File: config.mk
export PLATFORM = sky130hd
export DESIGN_NAME = syn_lb_router_flat
export DESIGN_NICKNAME = d
export VERILOG_FILES = /design/src/rtl/syn_lb_router_pkg.sv /design/src/rtl/syn_lb_router_if.sv /design/src/rtl/syn_lb_rst_pulse_gen.sv /design/src/rtl/syn_lb_router.sv /design/src/flat_wrapper.sv
export SDC_FILE = /design/constraint.sdc
export NUM_CORES = 1
export LEC_CHECK = 0
export CAP_MARGIN = 20
export CORE_ASPECT_RATIO = 0.8
export CORE_UTILIZATION = 42
export CTS_CLUSTER_DIAMETER = 80
export DETAILED_ROUTE_END_ITERATION = 16
export GPL_TIMING_DRIVEN = 0
export PLACE_DENSITY = 0.78
export SYNTH_ARGS = -nofsm -noshare
export SYNTH_HDL_FRONTEND = slang
export SYNTH_SLANG_ARGS = --single-unit
File: constraint.sdc
create_clock -name clk_ir -period 2.85 [get_ports clk_ir]
set_input_delay 0.57 -clock clk_ir [delete_from_list [all_inputs] [get_ports clk_ir]]
set_output_delay 0.57 -clock clk_ir [all_outputs]
set_load 0.05 [all_outputs]
File: src/rtl/syn_lb_router_pkg.sv
`default_nettype none
// ============================================================================
//  Module   : syn_lb_router_pkg
//  Brief    : Shared constants, FSM state type and helpers for the LB router
//  Revision : 1.0 - initial release
// ============================================================================
package syn_lb_router_pkg;

  // Read data returned on any errored read response
  localparam logic [31:0] LB_ERR_DATA = 32'hDEAD_C0DE;

  typedef enum logic [1:0] {
    LB_IDLE  = 2'd0,
    LB_ISSUE = 2'd1,
    LB_WAIT  = 2'd2,
    LB_RESP  = 2'd3
  } lb_rtr_state_t;

  // 8-bit increment that sticks at 255
  function automatic logic [7:0] sat_inc8(input logic [7:0] v);
    return (v == 8'hFF) ? v : v + 8'd1;
  endfunction

endpackage
`default_nettype wire

File: src/rtl/syn_lb_router_if.sv
`default_nettype none
// ============================================================================
//  Module   : syn_lb_router_if
//  Brief    : Local-bus master side and fan-out slave side of the LB router
//  Revision : 1.0 - initial release
// ============================================================================
interface syn_lb_router_if #(
  parameter int NUM_SLAVES = 4,
  parameter int ADDR_W     = 12,
  parameter int CODE_W     = 4,
  parameter int DATA_W     = 32
);
  // master side
  logic                         mst_rd_en;
  logic                         mst_wr_en;
  logic [ADDR_W-1:0]            mst_addr;
  logic [DATA_W-1:0]            mst_wr_data;
  logic                         mst_wr_valid;
  logic                         mst_rd_valid;
  logic [DATA_W-1:0]            mst_rd_data;
  logic                         mst_err;
  // slave side
  logic [NUM_SLAVES-1:0]        slv_rd_en;
  logic [NUM_SLAVES-1:0]        slv_wr_en;
  logic [ADDR_W-CODE_W-1:0]     slv_addr;
  logic [DATA_W-1:0]            slv_wr_data;
  logic [NUM_SLAVES-1:0]        slv_wr_valid;
  logic [NUM_SLAVES-1:0]        slv_rd_valid;
  logic [NUM_SLAVES*DATA_W-1:0] slv_rd_data;

  // The bus master issuing requests
  modport master (
    output mst_rd_en, mst_wr_en, mst_addr, mst_wr_data,
    input  mst_wr_valid, mst_rd_valid, mst_rd_data, mst_err
  );

  // The population of slaves behind the router
  modport slave (
    input  slv_rd_en, slv_wr_en, slv_addr, slv_wr_data,
    output slv_wr_valid, slv_rd_valid, slv_rd_data
  );

  // The router itself, sitting between the two
  modport router (
    input  mst_rd_en, mst_wr_en, mst_addr, mst_wr_data,
    output mst_wr_valid, mst_rd_valid, mst_rd_data, mst_err,
    output slv_rd_en, slv_wr_en, slv_addr, slv_wr_data,
    input  slv_wr_valid, slv_rd_valid, slv_rd_data
  );
endinterface
`default_nettype wire

File: src/rtl/syn_lb_rst_pulse_gen.sv
`default_nettype none
// ============================================================================
//  Module   : syn_lb_rst_pulse_gen
//  Brief    : Loadable down-counter producing an active-low reset pulse of
//             PULSE_W cycles, starting the cycle after load
//  Revision : 1.0 - initial release
// ============================================================================
module syn_lb_rst_pulse_gen #(
  parameter int PULSE_W = 4
) (
  input  logic clk,
  input  logic rst_n,
  input  logic load,
  output logic rst_l
);
  localparam int               CNT_W    = $clog2(PULSE_W + 1);
  localparam logic [CNT_W-1:0] CNT_LOAD = CNT_W'(PULSE_W);

  logic [CNT_W-1:0] cnt_q, cnt_d;

  // Reload on request (also while a pulse is running), else count down to 0
  always_comb begin
    cnt_d = cnt_q;
    if (load)
      cnt_d = CNT_LOAD;
    else if (cnt_q != '0)
      cnt_d = cnt_q - CNT_W'(1);
  end

  // Counter register
  always_ff @(posedge clk or negedge rst_n) begin
    if (!rst_n) cnt_q <= '0;
    else        cnt_q <= cnt_d;
  end

  // Global reset forces the output low without waiting for a clock
  assign rst_l = rst_n & (cnt_q == '0);

endmodule
`default_nettype wire

File: src/rtl/syn_lb_router.sv
`default_nettype none
// ============================================================================
//  Module   : syn_lb_router
//  Brief    : One LB master to NUM_SLAVES slaves, single outstanding request,
//             slave timeout, decode errors, soft-reset pulses, drop counter
//  Revision : 1.0 - initial release
// ============================================================================
module syn_lb_router
  import syn_lb_router_pkg::*;
#(
  parameter int                          NUM_SLAVES     = 4,
  parameter int                          ADDR_W         = 12,
  parameter int                          CODE_W         = 4,
  parameter int                          DATA_W         = 32,
  parameter int                          TIMEOUT_CYCLES = 64,
  parameter logic [ADDR_W-CODE_W-1:0]    RST_REG_ADDR   = 8'hFF,
  parameter int                          RST_PULSE_W    = 4
) (
  input  logic                  clk_ir,
  input  logic                  rst_sync_l,
  syn_lb_router_if.router       bus,
  output logic [7:0]            drop_cnt,
  output logic [NUM_SLAVES-1:0] slv_rst_l
);
  localparam int                LOC_W    = ADDR_W - CODE_W;
  localparam int                TO_W     = $clog2(TIMEOUT_CYCLES + 1);
  localparam logic [DATA_W-1:0] ERR_DATA = DATA_W'(LB_ERR_DATA);
  localparam logic [TO_W-1:0]   TO_LIMIT = TO_W'(TIMEOUT_CYCLES);

  lb_rtr_state_t         state_q, state_d;
  logic [LOC_W-1:0]      addr_q, addr_d;
  logic [CODE_W-1:0]     code_q, code_d;
  logic                  wr_q, wr_d;
  logic                  err_q, err_d;
  logic [DATA_W-1:0]     wr_data_q, wr_data_d;
  logic [DATA_W-1:0]     rd_data_q, rd_data_d;
  logic [TO_W-1:0]       to_cnt_q, to_cnt_d;
  logic [7:0]            drop_q, drop_d;

  logic                  req;
  logic [CODE_W-1:0]     req_code;
  logic [LOC_W-1:0]      req_loc;
  logic                  code_ok;
  logic [NUM_SLAVES-1:0] code_oh;
  logic [NUM_SLAVES-1:0] rst_load;
  logic                  sel_wr_vld;
  logic                  sel_rd_vld;
  logic [DATA_W-1:0]     sel_rd_data;

  assign req      = bus.mst_rd_en | bus.mst_wr_en;
  assign req_code = bus.mst_addr[ADDR_W-1 -: CODE_W];
  assign req_loc  = bus.mst_addr[LOC_W-1:0];
  assign code_ok  = (32'(req_code) < 32'(NUM_SLAVES));
  assign code_oh  = NUM_SLAVES'(1) << code_q;

  // Pick the ack/data of the slave owning the outstanding request
  always_comb begin
    sel_wr_vld  = 1'b0;
    sel_rd_vld  = 1'b0;
    sel_rd_data = '0;
    for (int i = 0; i < NUM_SLAVES; i++) begin
      if (code_q == CODE_W'(i)) begin
        sel_wr_vld  = bus.slv_wr_valid[i];
        sel_rd_vld  = bus.slv_rd_valid[i];
        sel_rd_data = bus.slv_rd_data[i*DATA_W +: DATA_W];
      end
    end
  end

  // Next-state, request capture, timeout and drop accounting
  always_comb begin
    state_d   = state_q;
    addr_d    = addr_q;
    code_d    = code_q;
    wr_d      = wr_q;
    err_d     = err_q;
    wr_data_d = wr_data_q;
    rd_data_d = rd_data_q;
    to_cnt_d  = to_cnt_q;
    drop_d    = drop_q;
    rst_load  = '0;

    // Only one request may be outstanding; anything arriving meanwhile is lost
    if (state_q != LB_IDLE && req)
      drop_d = sat_inc8(drop_q);

    case (state_q)
      LB_IDLE: begin
        if (req) begin
          addr_d    = req_loc;
          code_d    = req_code;
          wr_d      = bus.mst_wr_en & ~bus.mst_rd_en;  // conflicting request answers as a read
          wr_data_d = bus.mst_wr_data;
          err_d     = 1'b0;
          if (bus.mst_rd_en && bus.mst_wr_en) begin
            err_d     = 1'b1;
            rd_data_d = ERR_DATA;
            state_d   = LB_RESP;
          end else if (!code_ok) begin
            err_d   = 1'b1;
            state_d = LB_RESP;
            if (!bus.mst_wr_en)
              rd_data_d = ERR_DATA;
          end else if (bus.mst_wr_en && req_loc == RST_REG_ADDR) begin
            rst_load = NUM_SLAVES'(1) << req_code;
            state_d  = LB_RESP;
          end else begin
            state_d = LB_ISSUE;
          end
        end
      end
      LB_ISSUE: begin
        to_cnt_d = '0;
        state_d  = LB_WAIT;
      end
      LB_WAIT: begin
        if (wr_q ? sel_wr_vld : sel_rd_vld) begin
          err_d   = 1'b0;
          state_d = LB_RESP;
          if (!wr_q)
            rd_data_d = sel_rd_data;
        end else begin
          // Count WAIT cycles; leaving on the cycle the count hits the limit
          to_cnt_d = to_cnt_q + TO_W'(1);
          if (to_cnt_d == TO_LIMIT) begin
            err_d   = 1'b1;
            state_d = LB_RESP;
            if (!wr_q)
              rd_data_d = ERR_DATA;
          end
        end
      end
      LB_RESP: begin
        state_d = LB_IDLE;
      end
      default: begin
        state_d = LB_IDLE;
      end
    endcase
  end

  // State and datapath registers
  always_ff @(posedge clk_ir or negedge rst_sync_l) begin
    if (!rst_sync_l) begin
      state_q   <= LB_IDLE;
      addr_q    <= '0;
      code_q    <= '0;
      wr_q      <= 1'b0;
      err_q     <= 1'b0;
      wr_data_q <= '0;
      rd_data_q <= '0;
      to_cnt_q  <= '0;
      drop_q    <= '0;
    end else begin
      state_q   <= state_d;
      addr_q    <= addr_d;
      code_q    <= code_d;
      wr_q      <= wr_d;
      err_q     <= err_d;
      wr_data_q <= wr_data_d;
      rd_data_q <= rd_data_d;
      to_cnt_q  <= to_cnt_d;
      drop_q    <= drop_d;
    end
  end

  assign bus.mst_rd_valid = (state_q == LB_RESP) && !wr_q;
  assign bus.mst_wr_valid = (state_q == LB_RESP) && wr_q;
  assign bus.mst_err      = (state_q == LB_RESP) && err_q;
  assign bus.mst_rd_data  = rd_data_q;
  assign bus.slv_rd_en    = (state_q == LB_ISSUE && !wr_q) ? code_oh : '0;
  assign bus.slv_wr_en    = (state_q == LB_ISSUE &&  wr_q) ? code_oh : '0;
  assign bus.slv_addr     = addr_q;
  assign bus.slv_wr_data  = wr_data_q;
  assign drop_cnt         = drop_q;

  for (genvar g = 0; g < NUM_SLAVES; g++) begin : g_rst_pulse
    syn_lb_rst_pulse_gen #(
      .PULSE_W (RST_PULSE_W)
    ) u_rst_pulse (
      .clk   (clk_ir),
      .rst_n (rst_sync_l),
      .load  (rst_load[g]),
      .rst_l (slv_rst_l[g])
    );
  end

endmodule
`default_nettype wire

File: src/flat_wrapper.sv
// flat-port wrapper written by rule: the top's interface ports become plain ports
module syn_lb_router_flat import syn_lb_router_pkg::*;
#(
  parameter int                          NUM_SLAVES     = 4,
  parameter int                          ADDR_W         = 12,
  parameter int                          CODE_W         = 4,
  parameter int                          DATA_W         = 32,
  parameter int                          TIMEOUT_CYCLES = 64,
  parameter logic [ADDR_W-CODE_W-1:0]    RST_REG_ADDR   = 8'hFF,
  parameter int                          RST_PULSE_W    = 4
)
  (clk_ir, rst_sync_l, drop_cnt, slv_rst_l, bus_mst_rd_en, bus_mst_wr_en, bus_mst_addr, bus_mst_wr_data, bus_mst_wr_valid, bus_mst_rd_valid, bus_mst_rd_data, bus_mst_err, bus_slv_rd_en, bus_slv_wr_en, bus_slv_addr, bus_slv_wr_data, bus_slv_wr_valid, bus_slv_rd_valid, bus_slv_rd_data);
  syn_lb_router_if #(.NUM_SLAVES(NUM_SLAVES), .ADDR_W(ADDR_W), .CODE_W(CODE_W), .DATA_W(DATA_W)) bus_i ();
  input  logic clk_ir;
  input  logic rst_sync_l;
  output logic [7:0] drop_cnt;
  output logic [NUM_SLAVES-1:0] slv_rst_l;
  input wire logic [$bits(bus_i.mst_rd_en)-1:0] bus_mst_rd_en;
  input wire logic [$bits(bus_i.mst_wr_en)-1:0] bus_mst_wr_en;
  input wire logic [$bits(bus_i.mst_addr)-1:0] bus_mst_addr;
  input wire logic [$bits(bus_i.mst_wr_data)-1:0] bus_mst_wr_data;
  output wire logic [$bits(bus_i.mst_wr_valid)-1:0] bus_mst_wr_valid;
  output wire logic [$bits(bus_i.mst_rd_valid)-1:0] bus_mst_rd_valid;
  output wire logic [$bits(bus_i.mst_rd_data)-1:0] bus_mst_rd_data;
  output wire logic [$bits(bus_i.mst_err)-1:0] bus_mst_err;
  output wire logic [$bits(bus_i.slv_rd_en)-1:0] bus_slv_rd_en;
  output wire logic [$bits(bus_i.slv_wr_en)-1:0] bus_slv_wr_en;
  output wire logic [$bits(bus_i.slv_addr)-1:0] bus_slv_addr;
  output wire logic [$bits(bus_i.slv_wr_data)-1:0] bus_slv_wr_data;
  input wire logic [$bits(bus_i.slv_wr_valid)-1:0] bus_slv_wr_valid;
  input wire logic [$bits(bus_i.slv_rd_valid)-1:0] bus_slv_rd_valid;
  input wire logic [$bits(bus_i.slv_rd_data)-1:0] bus_slv_rd_data;
  assign bus_i.mst_rd_en = bus_mst_rd_en;
  assign bus_i.mst_wr_en = bus_mst_wr_en;
  assign bus_i.mst_addr = bus_mst_addr;
  assign bus_i.mst_wr_data = bus_mst_wr_data;
  assign bus_mst_wr_valid = bus_i.mst_wr_valid;
  assign bus_mst_rd_valid = bus_i.mst_rd_valid;
  assign bus_mst_rd_data = bus_i.mst_rd_data;
  assign bus_mst_err = bus_i.mst_err;
  assign bus_slv_rd_en = bus_i.slv_rd_en;
  assign bus_slv_wr_en = bus_i.slv_wr_en;
  assign bus_slv_addr = bus_i.slv_addr;
  assign bus_slv_wr_data = bus_i.slv_wr_data;
  assign bus_i.slv_wr_valid = bus_slv_wr_valid;
  assign bus_i.slv_rd_valid = bus_slv_rd_valid;
  assign bus_i.slv_rd_data = bus_slv_rd_data;
  syn_lb_router #(.NUM_SLAVES(NUM_SLAVES), .ADDR_W(ADDR_W), .CODE_W(CODE_W), .DATA_W(DATA_W), .TIMEOUT_CYCLES(TIMEOUT_CYCLES), .RST_REG_ADDR(RST_REG_ADDR), .RST_PULSE_W(RST_PULSE_W)) u_core (.clk_ir(clk_ir), .rst_sync_l(rst_sync_l), .bus(bus_i), .drop_cnt(drop_cnt), .slv_rst_l(slv_rst_l));
endmodule
==> summary.md <==
| Metric | Value |
|---|---|
| RSZ-0062 raised after global routing | false |
| Reg area | 0.002679 sq mm |
| Reg-to-reg startpoint | u_core.state_q[0] |
| Initial antenna violation count | 0 |
| Most common library cell in the layout ignoring fill and taps | clkdlybuf4s50_1 |
| Ranking of synthesized cells by area | dfrtp_1 45%, mux2_2 13%, mux4_2 8.0%, o32a_1 3.2%, ha_1 3.0% |
| Die Y | 108.2 um |
| Initial Utilization | 0.4339 |
| Worst reg-to-reg path cell count | 6 |
| Peak supply drop | 0.001351 V |
| Gpl congestion | 0.9562 |
| CTS buffer count | 9 |
| Top FF cell, synth | dfrtp_1 |
| Setup Viol. Count Final | 0 |
| Commonest cells after routing, fill and taps aside | 264 x clkdlybuf4s50_1, 106 x dfrtp_1, 67 x mux2_2 |
| DRT Pass-1 Iters | 7 |
| Synthesized Nets | 714 |
| Pre-CTS worst setup slack | -427.0 ps |
| DIE AREA | 0.01458 sq mm |
| Final period util | 0.9346 |
| Number of diodes | 0 |
| CP Capture Type | primary output |
| Area grow syn2layout | 57.14% |
| Post-Syn Instances | 516 |
| Setup Total Neg Slack | 0 ps |
| Final core utilization | 0.6818 |
| Final Hold Vio Count | 0 |
| Register area share after synthesis | 0.4522 |
| CTS tree | built |
| Area of the multi-input gates | 0.003024 sq mm |
| Met3 usage | 0.08814 |
| Wire per inst | 19.17 um |
| Max Cap Violations | 0 |
| Filler cells | 1,007 |
| R2R Setup Slk | 450 ps |
| Startpoint Class | primary input |
| #FFs+latches synth | 107 |
| Gr busiest metal | met2 |
| Worst skew pair latency | 360 ps |
| CP max FO | 58 |
| Pwr dens | 1131 mW/mm^2 |
| Core area | 0.01365 sq mm |
| First-pass GRT wire length | 29,640 um |
| R2R Path End | u_core.code_q[1] |
| CTS Sinks | 107 |
| Die width | 134.7 um |
| Post-DP HPWL | 15,070 um |
| Final Skew | 10.44 ps |
| Peak Freq | 375.4 MHz |
| Mapped Area | 0.005921 sq mm |
| Leak Pwr | 3.731 nW |
| Rel. slew slack | 0.4703 |
| CP arrival | 2090 ps |
| Number of global-route vias before repair | 5,726 |
| Largest area contributor in the synthesized netlist | dfrtp_1 |
| CTS Root Cell | clkbuf_16 |
| Reg clk slew, reported paths | 70 ps |
| EDFF count, synth | 0 |
| GRT Util Overall | 0.2694 |
| Mapped Avg Cell Area | 11.47 sq um |
| Met1 usage | 0.3143 |
| Antenna Nets Post-Route | 0 |
| Clock tree buffer depth | 2 |
| Ys async rst share | 1.000 |
| Final worst slack | 186.5 ps |
| Post-synth top area share | 0.4522 |
| Via Count | 5,387 |
| DR DRC count | 0 |
| Kind of critical path | primary input to primary output |
| Pin count of the biggest net entering global routing | 59 |
| DRT iter0 DRCs | 446 |
| H-tree lvl count | 3 |
| Ports | 279 |
| Synth warnings | 0 |
| Slew @ Worst Pin | 789.2 ps |
| Nets | 1,005 |
| Routing usage on met2 | 0.4742 |
| Share of layout cells above drive strength 1 | 0.1810 |
| Via density | 5.430 |
| WL final | 19,020 um |
| Worst EP required | 2280 ps |
| FP Rows | 38 |
| Fin crit period | 2664 ps |
| Port bufs | 277 |
| GR Overflow Total | 0 |
| Outcome | finished clean |
| Hold Crit Class | primary input to asynchronous set/reset pin |
| Synth cell types | 52 |
| Slew Viols, Final | 0 |
| CTS Hold Bufs | 0 |
## cells in the mapped netlist (2+ instances only)
cell type  count
nor2b_1        7
nor2_1        29
and3b_1        2
inv_1         12
o22ai_1       23
or3_1          6
buf_2          7
o21a_1         2
o211a_1        2
xnor2_1       10
and2_1        21
o21ai_0        7
mux4_2        21
buf_4          6
nand4_1       12
clkbuf_1      23
ha_1          14
or4b_2         2
o32a_1        19
nand2_1       39
nand3_1       12
dfrtp_1      107
mux2i_1        3
nand2b_1       6
a32o_1         2
buf_6          2
nor4_1         3
nor3_1         3
and3_1         2
a31oi_1        6
o211ai_1       6
nand3b_1       2
a211oi_1       4
a21oi_1        9
mux2_2        67
a211o_1        2
## how the worst max path moves through the flow
stage,startpoint,endpoint,cells past startpoint
final,rst_sync_l,slv_rst_l[0],6
after floorplan,u_core.code_q[0],bus_slv_rd_en[0],4
after global routing,rst_sync_l,slv_rst_l[0],6
after global placement,rst_sync_l,slv_rst_l[1],5
after CTS,u_core.code_q[1],bus_slv_rd_en[2],6
after detailed placement,rst_sync_l,slv_rst_l[2],6
## report_power, final
part / total, mW / switching, mW / internal (mW)
combinational: 6.45 / 3.78 / 2.67
clock: 1.39 / 0.588 / 0.804
sequential: 2.68 / 0.486 / 2.19
## logic make-up after synthesis
family / after synthesis / share of synthesized area
AO/OA/AOI/OAI: 91 / 0.1150
XOR/XNOR: 11 / 0.01627
adder cells (fa/ha/maj): 14 / 0.02959
buffers and inverters: 50 / 0.03952
flip-flops: 107 / 0.4522
multiplexers: 91 / 0.2124
AND/OR/NAND/NOR: 152 / 0.1350
## metrics by stage
step	total power, mW	cells	hold WS [ps]	area [sq um]
2_1_floorplan	6.976	516	274.4	5931
3_3_place_gp	8.898	973	489.0	8929
3_5_place_dp	9.122	974	487.6	8954
4_1_cts	10.53	989	136.0	9290
5_1_grt	11.07	992	141.0	9304
6_report	10.52	992	119.0	9304
## sequential cells by signal, summed over array words and instances, names as in the netlist, 2 cells and up
| signal | flops |
|---|---|
| u_core.drop_cnt | 8 |
| u_core.bus.mst_rd_data | 32 |
| u_core.code_q | 4 |
| u_core.to_cnt_q | 7 |
| u_core.g_rst_pulse.u_rst_pulse.cnt_q | 12 |
| u_core.bus.slv_addr | 8 |
| u_core.bus.slv_wr_data | 32 |
| u_core.state_q | 2 |
## worst max-delay path: stages
cell and delay (ps):
buf_8 320, buf_16 310, inv_1 140, nor2_1 120, buf_4 110, clkdlybuf4s15_1 480
## layout make-up
type	count	share of cell area
Buffer	36	0.01990
Clock buffer	10	0.02569
Clock inverter	6	0.01022
Inverter	12	0.004841
Multi-Input combinational cell	359	0.3250
Sequential cell	107	0.2879
Tap cell	180	0.02421
Timing Repair Buffer	282	0.3022
## layer usage
layer / share of wire / up-vias
met3: 0.081 / 25
met5: 0 / -
met4: 0.018 / 0
met2: 0.51 / 228
li1: - / 2493
met1: 0.39 / 2641
## timing repair
action | in CTS | in global routing
hold endpoints to repair | 0 | 0
setup buffers | 0 | 4
resized for setup | 25 | 14
endpoints found under the setup margin | 12 | 11
(Power assumes the default switching activity.)
==> RTL edit: new RTL, same settings <==
Take the reset off `rd_data_q` and load it in a clocked block of its own.
--- a/src/rtl/syn_lb_router.sv
+++ b/src/rtl/syn_lb_router.sv
@@ -148,7 +148,6 @@
       wr_q      <= 1'b0;
       err_q     <= 1'b0;
       wr_data_q <= '0;
-      rd_data_q <= '0;
       to_cnt_q  <= '0;
       drop_q    <= '0;
     end else begin
@@ -158,10 +157,13 @@
       wr_q      <= wr_d;
       err_q     <= err_d;
       wr_data_q <= wr_data_d;
-      rd_data_q <= rd_data_d;
       to_cnt_q  <= to_cnt_d;
       drop_q    <= drop_d;
     end
+  end
+
+  always_ff @(posedge clk_ir) begin
+    rd_data_q <= rd_data_d;
   end
 
   assign bus.mst_rd_valid = (state_q == LB_RESP) && !wr_q;
Behaviour: not the same (a bounded check fails within 4 cycles, from zero or initial values and one cycle with rst_sync_l low).
==> RTL edit against the unedited design <==
Power down 3.6%. Worst setup slack worse by 0.061 ns. Final cell count up 0.91%. Sequential cell count unchanged. Routed wire length down 13%. Sequential power up 5%. Critical path depth unchanged. Clock power down 15%. Area after synthesis down 5.0%. Cell area down 4.2%. Critical path type is now reg2out.
==> RTL edit: results (changes against the unedited design) <==
Post-synth EDFFs: 32 (was 0)
1st-pass router iterations: 4 (was 7)
Worst EP arrival: 2.15 ns (was 2.09 ns)
Hpwl dp: 13.2 mm (was 15.1 mm)
Root Buffer: clkbuf_16 (unchanged)
Ys flop type: dfrtp_1 (unchanged)
Post-Layout Cell Count: 1,001 (was 992)
R2r startpoint: u_core.code_q[3] (was u_core.state_q[0])
Multi-input gate share of total cell area: 0.287 (was 0.325)
Pre-CTS setup slack: -0.333 ns (was -0.427 ns)
Crit path from: u_core.g_rst_pulse[0].u_rst_pulse.cnt_q[0] (was rst_sync_l)
Post-Synthesis Cells: 533 (was 516)
Count of non-CTS inverters in the layout: 14 (was 12)
CTS resizes: 7 (was 25)
Total track usage: 0.247 (was 0.269)
Area contributors post-synth: dfrtp_1, edfxtp_1, nand2_1 (was dfrtp_1, mux2_2, mux4_2)
Worst VDD drop: 0.000901 V (was 0.00135 V)
Clock-pin slew on the worst setup and hold paths: 0.07 ns (about the same)
WL met3: 1.56 mm (was 1.54 mm)
Initial DRC count: 257 (was 446)
Synth Cell Area: 5630 sq um (was 5920 sq um)
Design Area, Final: 8910 sq um (was 9300 sq um)
Synth Net Count: 731 (was 714)
Layout fillers: 1,013 (was 1,007)
Worst hold slack: 0.123 ns (was 0.119 ns)
Met2 WL: 8.42 mm (was 9.75 mm)
Worst-Margin Slew: 0.692 ns (was 0.789 ns)
#MultiIn Comb: 381 (was 359)
Wire length on met1: 6.28 mm (was 7.38 mm)
Outcome: finished clean (unchanged)
First-pass GRT wire length: 26.6 mm (was 29.6 mm)
Reg2reg path depth: 6 (unchanged)
RePlAce Congestion: 0.867 (was 0.956)
Post-synth top cells: nand2_1, dfrtp_1, edfxtp_1, mux4_2, nor2_1 (was dfrtp_1, mux2_2, nand2_1, nor2_1)
Sequential share of the synthesized area: 0.504 (was 0.452)
Final clock skew: 0.00724 ns (was 0.0104 ns)
Maximum level of the CTS H-tree: 3 (unchanged)
Share of layout cells above drive strength 1: 0.0896 (was 0.181)
Worst reg2reg setup slack: 0.36 ns (was 0.45 ns)
Clk tree area frac: 0.0310 (was 0.0359)
DR WL/cell: 16.5 microns (was 19.2 microns)
Seq area share: 0.318 (was 0.288)
Worst path max stage delay: 0.78 ns (was 0.48 ns)
Buffering overhead: 0.333 (was 0.322)
Clk Latency, worst-skew pair: 0.34 ns (was 0.36 ns)
Slowest CP cell: clkdlybuf4s50_1 (was clkdlybuf4s15_1)
FF-to-FF End: u_core.bus.mst_rd_data[21] (was u_core.code_q[1])
DR vias: 5,018 (was 5,387)
# placed instances: 986 (was 974)
Post-route clock period utilization: 0.956 (was 0.935)
Largest net degree at the start of global routing: 40 (was 59)
Number of distinct library cells after synthesis: 50 (was 52)
Number of global-route vias before repair: 5,242 (was 5,726)
Static Leak: 3.71 nW (was 3.73 nW)
Die W: 131 microns (was 135 microns)
Ys async rst share: 0.701 (was 1.00)
Buffers, non-clock: 308 (was 318)
Crit-path max FO: 4 (was 58)
Placed cell area: 8630 sq um (was 8950 sq um)
## RTL edit: cell count changes in the layout (fill, tap and decap cells not counted), sizes merged, moves of 19 or more
cell,before,now
dfrtp,107,75
o32a,19,0
nand2,39,196
mux2,67,1
o22ai,23,2
edfxtp,0,32
## RTL edit: cells by family after synthesis
logic type / synth area share
and+or+nand+nor: 0.201
DFF: 0.504
buffers and inverters: 0.0420
AOI/OAI and AO/OA: 0.0523
muxes: 0.143
xor gates and xnor gates: 0.0265
adders and majority gates: 0.0311
## RTL edit: power breakdown
| part | switching, mW | total [mW] | internal (mW) | leakage [nW] |
|---|---|---|---|---|
| clock network | 0.578 | 1.18 | 0.605 | 0.141 |
| logic | 3.81 | 6.14 | 2.33 | 2.37 |
| registers | 0.412 | 2.82 | 2.41 | 1.20 |
## RTL edit: per-layer routing
metal	up-vias	track usage
li1	2388	-
met1	2391	0.284
met2	224	0.449
met3	15	0.0750
met4	0	0.0640
met5	-	0
